File: src/rtl/uart_tx_fifo_cfg.sv
// Purpose: UART transmitter with runtime frame config (5..DATA_BITS_MAX data, parity, 1/2 stop)
//          fed by a small valid/ready FIFO. Queued frames are sent back-to-back.
// Latency: push into an empty idle block -> start bit (tx=0) two edges later; bit = cfg_div+1 cycles.
// Backpressure: s_ready = !full; s_valid is ignored while full, even if a pop happens that cycle.
//
// Ports:
//   clk, rst            single clock, synchronous active-high reset
//   cfg_div             bit period minus one, in clk cycles
//   cfg_data_bits       data bits per frame (clamped to 5..DATA_BITS_MAX)
//   cfg_parity          00/11 none, 01 odd, 10 even
//   cfg_stop2           1: two stop bits
//   s_valid/s_data      write port into the FIFO, LSB sent first
//   s_ready             FIFO not full
//   fifo_level          occupied FIFO entries
//   tx_active           high from the start-bit edge until the last stop bit ends
//   tx                  serial line, idle high

// Purpose: generic synchronous FIFO with pointer-decoded level.
// Latency: a push is visible at the head on the next cycle; head data is read combinationally.
// Backpressure: push_rdy_o = !full, so a pop in the same cycle does not free a slot for a push.
module uart_tx_fifo_cfg_fifo #(
    parameter int W     = 8,
    parameter int DEPTH = 4
) (
    input  logic                   clk,
    input  logic                   rst,
    input  logic                   push_vld_i,
    output logic                   push_rdy_o,
    input  logic [W-1:0]           push_dat_i,
    output logic                   pop_vld_o,
    input  logic                   pop_rdy_i,
    output logic [W-1:0]           pop_dat_o,
    output logic [$clog2(DEPTH):0] level_o
);
    localparam int AW = $clog2(DEPTH);
    localparam logic [AW:0] PTR_ONE = (AW+1)'(1);
    localparam logic [AW:0] PTR_FULL = (AW+1)'(DEPTH);

    // Pointers carry one extra wrap bit so full and empty are distinguishable.
    logic [AW:0]  wr_ptr_q;
    logic [AW:0]  rd_ptr_q;
    logic [W-1:0] mem_q [DEPTH];
    logic         do_push;
    logic         do_pop;

    assign level_o    = wr_ptr_q - rd_ptr_q;
    assign push_rdy_o = (level_o != PTR_FULL);
    assign pop_vld_o  = (level_o != '0);
    assign do_push    = push_vld_i && push_rdy_o;
    assign do_pop     = pop_rdy_i && pop_vld_o;
    assign pop_dat_o  = mem_q[rd_ptr_q[AW-1:0]];

    always_ff @(posedge clk) begin
        if (rst) begin
            wr_ptr_q <= '0;
            rd_ptr_q <= '0;
        end else begin
            if (do_push) wr_ptr_q <= wr_ptr_q + PTR_ONE;
            if (do_pop)  rd_ptr_q <= rd_ptr_q + PTR_ONE;
        end
    end

    always_ff @(posedge clk) begin
        if (do_push) mem_q[wr_ptr_q[AW-1:0]] <= push_dat_i;
    end
endmodule

module uart_tx_fifo_cfg #(
    parameter int DATA_BITS_MAX = 8,
    parameter int DIV_W         = 16,
    parameter int FIFO_DEPTH    = 4
) (
    input  logic                          clk,
    input  logic                          rst,
    input  logic [DIV_W-1:0]              cfg_div,
    input  logic [3:0]                    cfg_data_bits,
    input  logic [1:0]                    cfg_parity,
    input  logic                          cfg_stop2,
    input  logic                          s_valid,
    input  logic [DATA_BITS_MAX-1:0]      s_data,
    output logic                          s_ready,
    output logic [$clog2(FIFO_DEPTH):0]   fifo_level,
    output logic                          tx_active,
    output logic                          tx
);
    localparam logic [DIV_W-1:0] DIV_ONE  = DIV_W'(1);
    localparam logic [3:0]       NB_MAX   = 4'(DATA_BITS_MAX);

    typedef enum logic [2:0] {
        ST_IDLE,
        ST_START,
        ST_DATA,
        ST_PARITY,
        ST_STOP
    } state_t;

    state_t                   state_q, state_d;
    logic [DIV_W-1:0]         div_cnt_q, div_cnt_d;
    logic [3:0]               bit_cnt_q, bit_cnt_d;
    logic [DATA_BITS_MAX-1:0] shift_q, shift_d;
    logic                     tx_q, tx_d;
    logic                     active_q, active_d;
    logic                     idle_avail_q;

    // Per-frame configuration, captured when the frame's word is popped.
    logic [DIV_W-1:0]         div_q;
    logic [3:0]               nbits_q;
    logic                     par_en_q;
    logic                     par_bit_q;
    logic                     stop2_q;

    logic                     fifo_vld;
    logic [DATA_BITS_MAX-1:0] fifo_dat;
    logic                     pop;
    logic                     bit_end;

    logic [3:0]               nbits_new;
    logic [DATA_BITS_MAX-1:0] mask_new;
    logic                     par_en_new;
    logic                     par_bit_new;

    uart_tx_fifo_cfg_fifo #(
        .W     (DATA_BITS_MAX),
        .DEPTH (FIFO_DEPTH)
    ) u_fifo (
        .clk        (clk),
        .rst        (rst),
        .push_vld_i (s_valid),
        .push_rdy_o (s_ready),
        .push_dat_i (s_data),
        .pop_vld_o  (fifo_vld),
        .pop_rdy_i  (pop),
        .pop_dat_o  (fifo_dat),
        .level_o    (fifo_level)
    );

    // Frame parameters derived from the live cfg inputs; used only on the pop edge.
    always_comb begin
        nbits_new = cfg_data_bits;
        if (cfg_data_bits < 4'd5)   nbits_new = 4'd5;
        if (cfg_data_bits > NB_MAX) nbits_new = NB_MAX;
        mask_new = '0;
        for (int i = 0; i < DATA_BITS_MAX; i++) begin
            mask_new[i] = (i < int'(nbits_new));
        end
        par_en_new  = (cfg_parity == 2'b01) || (cfg_parity == 2'b10);
        par_bit_new = (^(fifo_dat & mask_new)) ^ (cfg_parity == 2'b01);
    end

    assign bit_end = (div_cnt_q == div_q);

    always_comb begin
        state_d   = state_q;
        div_cnt_d = div_cnt_q + DIV_ONE;
        bit_cnt_d = bit_cnt_q;
        shift_d   = shift_q;
        tx_d      = tx_q;
        active_d  = active_q;
        pop       = 1'b0;

        case (state_q)
            ST_IDLE: begin
                div_cnt_d = '0;
                // idle_avail_q trails fifo_vld by one cycle; while idle the level can
                // only grow, so a set flag always means a word is present.
                if (idle_avail_q && fifo_vld) pop = 1'b1;
            end
            ST_START: begin
                if (bit_end) begin
                    div_cnt_d = '0;
                    bit_cnt_d = '0;
                    state_d   = ST_DATA;
                    tx_d      = shift_q[0];
                end
            end
            ST_DATA: begin
                if (bit_end) begin
                    div_cnt_d = '0;
                    if (bit_cnt_q == nbits_q - 4'd1) begin
                        if (par_en_q) begin
                            state_d = ST_PARITY;
                            tx_d    = par_bit_q;
                        end else begin
                            state_d   = ST_STOP;
                            tx_d      = 1'b1;
                            bit_cnt_d = '0;
                        end
                    end else begin
                        shift_d   = shift_q >> 1;
                        tx_d      = shift_q[1];
                        bit_cnt_d = bit_cnt_q + 4'd1;
                    end
                end
            end
            ST_PARITY: begin
                if (bit_end) begin
                    div_cnt_d = '0;
                    bit_cnt_d = '0;
                    state_d   = ST_STOP;
                    tx_d      = 1'b1;
                end
            end
            ST_STOP: begin
                if (bit_end) begin
                    div_cnt_d = '0;
                    // bit_cnt_q counts completed stop periods here.
                    if (stop2_q && (bit_cnt_q == 4'd0)) begin
                        bit_cnt_d = 4'd1;
                    end else if (fifo_vld) begin
                        pop = 1'b1;
                    end else begin
                        state_d  = ST_IDLE;
                        tx_d     = 1'b1;
                        active_d = 1'b0;
                    end
                end
            end
            default: begin
                state_d  = ST_IDLE;
                tx_d     = 1'b1;
                active_d = 1'b0;
            end
        endcase

        // Frame start, shared by the idle and back-to-back paths.
        if (pop) begin
            state_d   = ST_START;
            tx_d      = 1'b0;
            active_d  = 1'b1;
            div_cnt_d = '0;
            bit_cnt_d = '0;
            shift_d   = fifo_dat & mask_new;
        end
    end

    always_ff @(posedge clk) begin
        if (rst) begin
            state_q      <= ST_IDLE;
            div_cnt_q    <= '0;
            bit_cnt_q    <= '0;
            shift_q      <= '0;
            tx_q         <= 1'b1;
            active_q     <= 1'b0;
            idle_avail_q <= 1'b0;
            div_q        <= '0;
            nbits_q      <= 4'd5;
            par_en_q     <= 1'b0;
            par_bit_q    <= 1'b0;
            stop2_q      <= 1'b0;
        end else begin
            state_q      <= state_d;
            div_cnt_q    <= div_cnt_d;
            bit_cnt_q    <= bit_cnt_d;
            shift_q      <= shift_d;
            tx_q         <= tx_d;
            active_q     <= active_d;
            idle_avail_q <= fifo_vld;
            if (pop) begin
                div_q     <= cfg_div;
                nbits_q   <= nbits_new;
                par_en_q  <= par_en_new;
                par_bit_q <= par_bit_new;
                stop2_q   <= cfg_stop2;
            end
        end
    end

    assign tx        = tx_q;
    assign tx_active = active_q;
endmodule

File: config.mk
export PLATFORM = sky130hd
export DESIGN_NAME = uart_tx_fifo_cfg
export DESIGN_NICKNAME = d
export VERILOG_FILES = /design/src/rtl/uart_tx_fifo_cfg.sv
export SDC_FILE = /design/constraint.sdc
export NUM_CORES = 1
export LEC_CHECK = 0
export ABC_AREA = 1
export BUFFER_PORTS_ARGS = -buffer_cell sky130_fd_sc_hd__buf_2
export CAP_MARGIN = 10
export CORE_MARGIN = 2
export CORE_UTILIZATION = 45
export CTS_CLUSTER_DIAMETER = 150
export DETAILED_ROUTE_END_ITERATION = 8
export PLACE_DENSITY = 0.65
export SLEW_MARGIN = 20
export SYNTH_ARGS = -nofsm -noshare
export SYNTH_HDL_FRONTEND = slang
export SYNTH_HIERARCHICAL = 1
export SYNTH_SLANG_ARGS = --single-unit
File: constraint.sdc
create_clock -name clk -period 2.09 [get_ports clk]
set_input_delay 0.1045 -clock clk [delete_from_list [all_inputs] [get_ports clk]]
set_output_delay 0.1045 -clock clk [all_outputs]
set_load 0.02 [all_outputs]
# After elaboration in Yosys (flattened, before gate mapping)
# Memory sizes are Yosys's and may differ from the RTL's. A register that Yosys moved wholly into a read port is not among the register bits.
# Cells that the tools add are included.
# Widths: inputs -> output; s select.
dict set report op_classes {
  eq_ne 29
  n_lt_le_gt_ge 10
  n_addsub 6
  n_reduce_logical 22
  muxes 49
  bitwise_logic 3
}
# cell count
set op_table {}
lappend op_table {{$mux 4} 8}
lappend op_table {{$mux 8} 4}
lappend op_table {{$pmux 16 s2} 1}
lappend op_table {{$mux 3} 8}
lappend op_table {{$ne 3x2->1 const B} 7}
lappend op_table {{$mux 1} 20}
lappend op_table {{$add 16x1->16 const B} 1}
lappend op_table {{$eq 16x16->1} 1}
lappend op_table {{$lt 3x4->1 const A} 4}
lappend op_table {{$mux 16} 1}
lappend op_table {{$ne 2x2->1 const B} 8}
lappend op_table {{$reduce_and 8->1} 2}
lappend op_table {{$pmux 3 s5} 1}
lappend op_table {{$pmux 4 s3} 1}
lappend op_table {{$and 8x8->8} 1}
lappend op_table {{$lt 1x4->1 const A} 2}
lappend op_table {{$lt 2x4->1 const A} 2}
lappend op_table {{$ne 2x1->1 const B} 4}
lappend op_table {{$reduce_or 4->1} 2}
lappend op_table {{$reduce_xor 8->1} 1}
lappend op_table {{$reduce_and 7->1} 1}
lappend op_table {{$add 3x1->3 const B} 2}
lappend op_table {{$eq 3x2->1 const B} 2}
lappend op_table {{$ne 3x3->1 const B} 2}
lappend op_table {{other kinds (25)} 33}
dict set report totals {
  reg_bits 63
  inputBits 34
  out_inout_bits 6
  memories 1
  wordCells 135
  ramBits 32
}
# name words word_bits rd rd_ports_with_merged_regs write_ports line_no
set mem_list {}
lappend mem_list {u_fifo.mem_q 4 8 1 1 1 42} ;# logic [W-1:0] mem_q [DEPTH];

# Logic depth before layout (Yosys ltp)
dict set report depth {
  word_depth 9
  mapped_depth 16
  ltp_nobuf 15
}

# Cells and area by module
# Netlist, hierarchy kept.
# mod area_each_um2 n_inst seq_area_each_um2 cells_each
set by_module_without_submodules {}
lappend by_module_without_submodules {uart_tx_fifo_cfg 3115.5 1 1141.1 468}
lappend by_module_without_submodules {uart_tx_fifo_cfg_fifo 1727.9 1 1121.1 154}

# Worst setup path before layout
# Ideal clock, no wire load.
dict set report synth_timing {
  path_kind {reg2reg}
  from {register u_fifo.wr_ptr_q[0]}
  to {memory u_fifo.mem_q[0][0] (enable)}
  required_time_ns 1.719
  path_buffers 0
  setup_slack_ns -0.232
  setup_ns 0.371
  synth_period_minus_slack_ns 2.322
  path_stages_with_launch 11
  t_arrival_ns 1.951
  cell_sequence {dfxtp_1 > inv_1 > ha_1 > fa_1 > inv_1 > nand2_1 > nand2_1 > nand2_2 > nand3_4 > nand2_1 > nor2_1}
}
dict set report synth_via {
  elab_chain_cells 5
}
# element line_no
set synth_rtl {}
lappend synth_rtl {{start: declaration} 40} ;# logic [AW:0] wr_ptr_q;
lappend synth_rtl {{start signal: assignment} 58} ;# if (do_push) wr_ptr_q <= wr_ptr_q + PTR_ONE;
lappend synth_rtl {{$sub 3x3->3} 46} ;# assign level_o = wr_ptr_q - rd_ptr_q;
lappend synth_rtl {{$ne 3x3->1} 47} ;# assign push_rdy_o = (level_o != PTR_FULL);
lappend synth_rtl {{named net s_ready} 81} ;# output logic s_ready,
lappend synth_rtl {{$logic_and 1x1->1} 49} ;# assign do_push = push_vld_i && push_rdy_o;
lappend synth_rtl {{$mux 1} 64} ;# if (do_push) mem_q[wr_ptr_q[AW-1:0]] <= push_dat_i;
lappend synth_rtl {{$mux 1 (implied by the code)} 64}
lappend synth_rtl {{end: declaration} 42}
# The timed path passes the listed nets, and every way through them passes these cells.

# Final worst setup path
dict set report layout_timing {
  from {register u_fifo.wr_ptr_q[0]}
  to {output port s_ready}
}
dict set report layout_via {
  elab_chain_cells 2
}
# element line_no
set layout_rtl {}
lappend layout_rtl {{$sub 3x3->3} 46}
lappend layout_rtl {{$ne 3x3->1} 47}
lappend layout_rtl {{end: declaration} 81}
# Every way passes these cells.

==> reports/metrics.cfg <==
[run_status]
outcome=complete, but fails checks
violations=hold timing, setup timing

[critical_path]
start_kind=flop
crit_required_ns=1.99
worstPathArrival_ns=2.09
worstPathMaxFanout=4
reg2reg_depth=15
reg2reg_from=u_fifo/wr_ptr_q[0]
path_class=reg -> out
reg2reg_to=state_q[0]
critPathCaptureType=output pin
r2r_slack_ns=-0.08

[yosys]
ys_warn_count=6
syn-num-nets=669
synthesis.area_um2=4840
synthAdderAreaFrac_pct=3.51
ys_types=35
synth_simple_gate_area_share_pct=26.9
synthMuxAreaShare_pct=0
yosysSeqAreaShare_pct=46.7
synth.avg_cell_area_um2=7.79
synth_top_family_by_area=simple AND/OR/NAND/NOR gates
synthCells=622
synth-compound-area-share_pct=10.6
synth-xor-area-share_pct=3.80
synth-seq-cells=97

[worst_hold_path]
hold_path_class=in -> reg
whs_path_depth=3
hold_end=div_q[2]
hp-start=cfg_div[2]

[pwr]
powerDensity_nw_per_um2=1410
peakVddDrop_mv=0.581
cellLeakagePower_nw=2.65

[die]
rows=37
core_um2=10400
chipWidth_um=108
ios=40
die_area_um2=11600
start_util_pct=46.7
dieHeight_um=108

[place]
dpl.hpwl_mm=7.51
gp_congestion=0.818
placedCellCount=813
port_buffers=39

[route]
ant_nets=0
dr.pass1.iters=5
num_vias=4232
drt-total-wl_mm=11.3
first_iter_violations=227
drc=0
vias_per_cell=4.91
wire_per_inst_um=13.1

[global_routing]
antenna_found_initial=0
grt_max_degree=17
grt_remaining_overflow=0
grt_pass1_wl_mm=17.9
gr-usage-all-layers_pct=19.5
grt_pass1_vias=3947

[layout]
fill_cells=930
drive_above_1_share_pct=24.9
instances_no_fill=862
n_antenna_cell=0
nNetsFinal=768
post-route-util_pct=59.5
area_growth_pct=27.4

[clocking]
ctsRootBufferMaster=clkbuf_8
cts_tree=done
cts_made_buffers=9
cts_buffer_depth=2
clk_pin_slew_ns=0.10
clock_sinks=97
clkLatencyLatePin_ns=0.36
h-tree-depth=3

[sta]
grt_setup_unrepaired=true
fin_ws_ns=-0.102
max-slew-margin-rel_pct=58.4
max_freq_mhz=456
period_share_pct=105
setup_viol=51
post-route-min-period_ns=2.19
hold_viol=1
fin_tns_setup_ns=-1.96
worst_hold_slack_ns=-0.00218
fin_skew_ns=0.0142
worst_slew_pin_slew_ns=0.625
drv_slew=0

[job]
maxCapViolations=0

registers in the layout, indices dropped and copies added, names as in the netlist, named ones only:
name             flops
shift_q              8
u_fifo/rd_ptr_q      3
u_fifo/wr_ptr_q      3
tx_active            1
div_cnt_q           16
par_en_q             1
idle_avail_q         1
tx                   1
u_fifo/mem_q        32
stop2_q              1
par_bit_q            1
bit_cnt_q            4
state_q              3
div_q               16
nbits_q              4
final cells by class:
type,count,area (µm²),share of cell area [%]
Clock buffer,12,158,2.56
Clock inverter,4,26.3,0.426
Inverter,85,329,5.33
Multi-Input combinational cell,428,2360,38.3
Sequential cell,97,2270,36.7
Tap cell,136,170,2.76
Timing Repair Buffer,100,858,13.9
power by group:
| group | internal, mW | switching, mW | total (mW) |
|---|---|---|---|
| logic | 1.99 | 2.89 | 4.89 |
| registers | 2.42 | 0.277 | 2.69 |
| clock network | 0.511 | 0.629 | 1.14 |
critical path, stage by stage (launching register included):
cell	delay, ns
dfxtp_2	0.35
inv_2	0.05
ha_4	0.15
fa_2	0.37
buf_4	0.15
buf_4	0.12
nand2_2	0.06
nand2_1	0.06
nand2_2	0.07
nand3_4	0.07
buf_6	0.13
buf_4	0.15
repair_timing:
action,4_1_cts,5_1_grt
setup buffers,8,9
endpoints found under the hold margin,37,1
pin swaps,3,17
endpoints found under the setup margin,50,87
resized for setup,22,53
gates cloned,2,2
hold buffers,13,1
worst max-delay path by stage:
| stage | start | to | slack (ns) | cells past startpoint |
|---|---|---|---|---|
| after global routing | u_fifo/wr_ptr_q[0] | tx | -0.20 | 16 |
| after CTS | u_fifo/wr_ptr_q[0] | shift_q[3] | -0.03 | 16 |
| final | u_fifo/wr_ptr_q[0] | s_ready | -0.10 | 11 |
| after global placement | u_fifo/wr_ptr_q[0] | shift_q[3] | -0.05 | 16 |
| after floorplan | u_fifo/wr_ptr_q[0] | u_fifo/rd_ptr_q[2] | 0.0002 | 16 |
| after detailed placement | u_fifo/wr_ptr_q[0] | shift_q[3] | -0.11 | 16 |
stage by stage:
stage / cell area (µm²) / worst slack [ns] / total power [mW]
floorplan: 4870 / 0.000191 / 5.61
global placement: 5440 / -0.0474 / 6.65
detailed placement: 5440 / -0.112 / 6.74
CTS: 5920 / -0.0324 / 8.29
global route: 6170 / -0.203 / 9.43
finish: 6170 / -0.102 / 8.72
layout by cell type, fill, tap and decap left out, types with 2 or more instances in the layout:
| cell | instances |
|---|---|
| nand3b_1 | 2 |
| ha_1 | 11 |
| o22ai_2 | 2 |
| clkbuf_8 | 9 |
| buf_6 | 6 |
| dfxtp_2 | 3 |
| o22ai_1 | 7 |
| inv_1 | 71 |
| nand4_1 | 7 |
| edfxtp_1 | 32 |
| o21ai_2 | 9 |
| nor2_2 | 9 |
| a21oi_1 | 28 |
| a21oi_2 | 5 |
| xnor2_1 | 5 |
| nand2_4 | 3 |
| nor3_2 | 3 |
| buf_12 | 8 |
| nand2_1 | 126 |
| dfxtp_1 | 62 |
| nand2_2 | 12 |
| buf_2 | 38 |
| o211ai_1 | 5 |
| nor2_1 | 91 |
| buf_4 | 31 |
| o21ai_4 | 2 |
| nand3_2 | 3 |
| clkinv_2 | 2 |
| o21ai_0 | 25 |
| clkbuf_16 | 2 |
| nor3_1 | 6 |
| inv_2 | 12 |
| o21ai_1 | 11 |
| nand3_1 | 23 |
| nand3_4 | 2 |
| nor2_4 | 10 |
| xor2_1 | 16 |
| dlygate4sd3_1 | 14 |
cell families (layout without fill, tap and decap cells):
| group | count (synthesis) | after routing |
|---|---|---|
| xor+xnor | 21 | 21 |
| buf+inv | 98 | 201 |
| fa+ha+maj | 13 | 13 |
| compound gates | 94 | 95 |
| simple gates | 299 | 299 |
| flops | 97 | 97 |
cell usage after synthesis:
cell type	n	share of area [%]
nand3_1	24	2.5
nor4_1	1	0.13
xor2_1	16	2.9
dfxtp_1	65	27
a21oi_1	32	3.3
nand2_1	133	10
nand3b_1	2	0.31
nor3_2	2	0.41
nor3_1	7	0.72
buf_2	5	0.52
clkbuf_1	2	0.16
buf_4	2	0.31
nand3_2	2	0.41
o21ai_4	1	0.34
edfxtp_1	32	20
nand4_1	7	0.90
fa_1	1	0.41
nand2_2	7	0.90
nor2_2	5	0.65
buf_6	4	0.93
o21ai_0	37	3.8
a21oi_2	1	0.18
inv_1	74	5.7
xnor2_1	5	0.90
o21ai_1	8	0.83
nand3_4	2	0.72
ha_1	12	3.1
or2_2	1	0.13
inv_2	11	0.85
nor2_1	102	7.9
nor2_4	3	0.70
o21bai_1	1	0.16
o22ai_1	9	1.2
nand2_4	1	0.23
o211ai_1	5	0.78
layer usage:
layer	vias to the layer above	wire, µm	GRT usage (%)
met3	12	601	4.54
met1	1924	5030	25.3
li1	2193	-	-
met2	103	5510	32.6
met4	0	144	5.31
met5	-	0	0
Power figures use the tool's default switching activity.
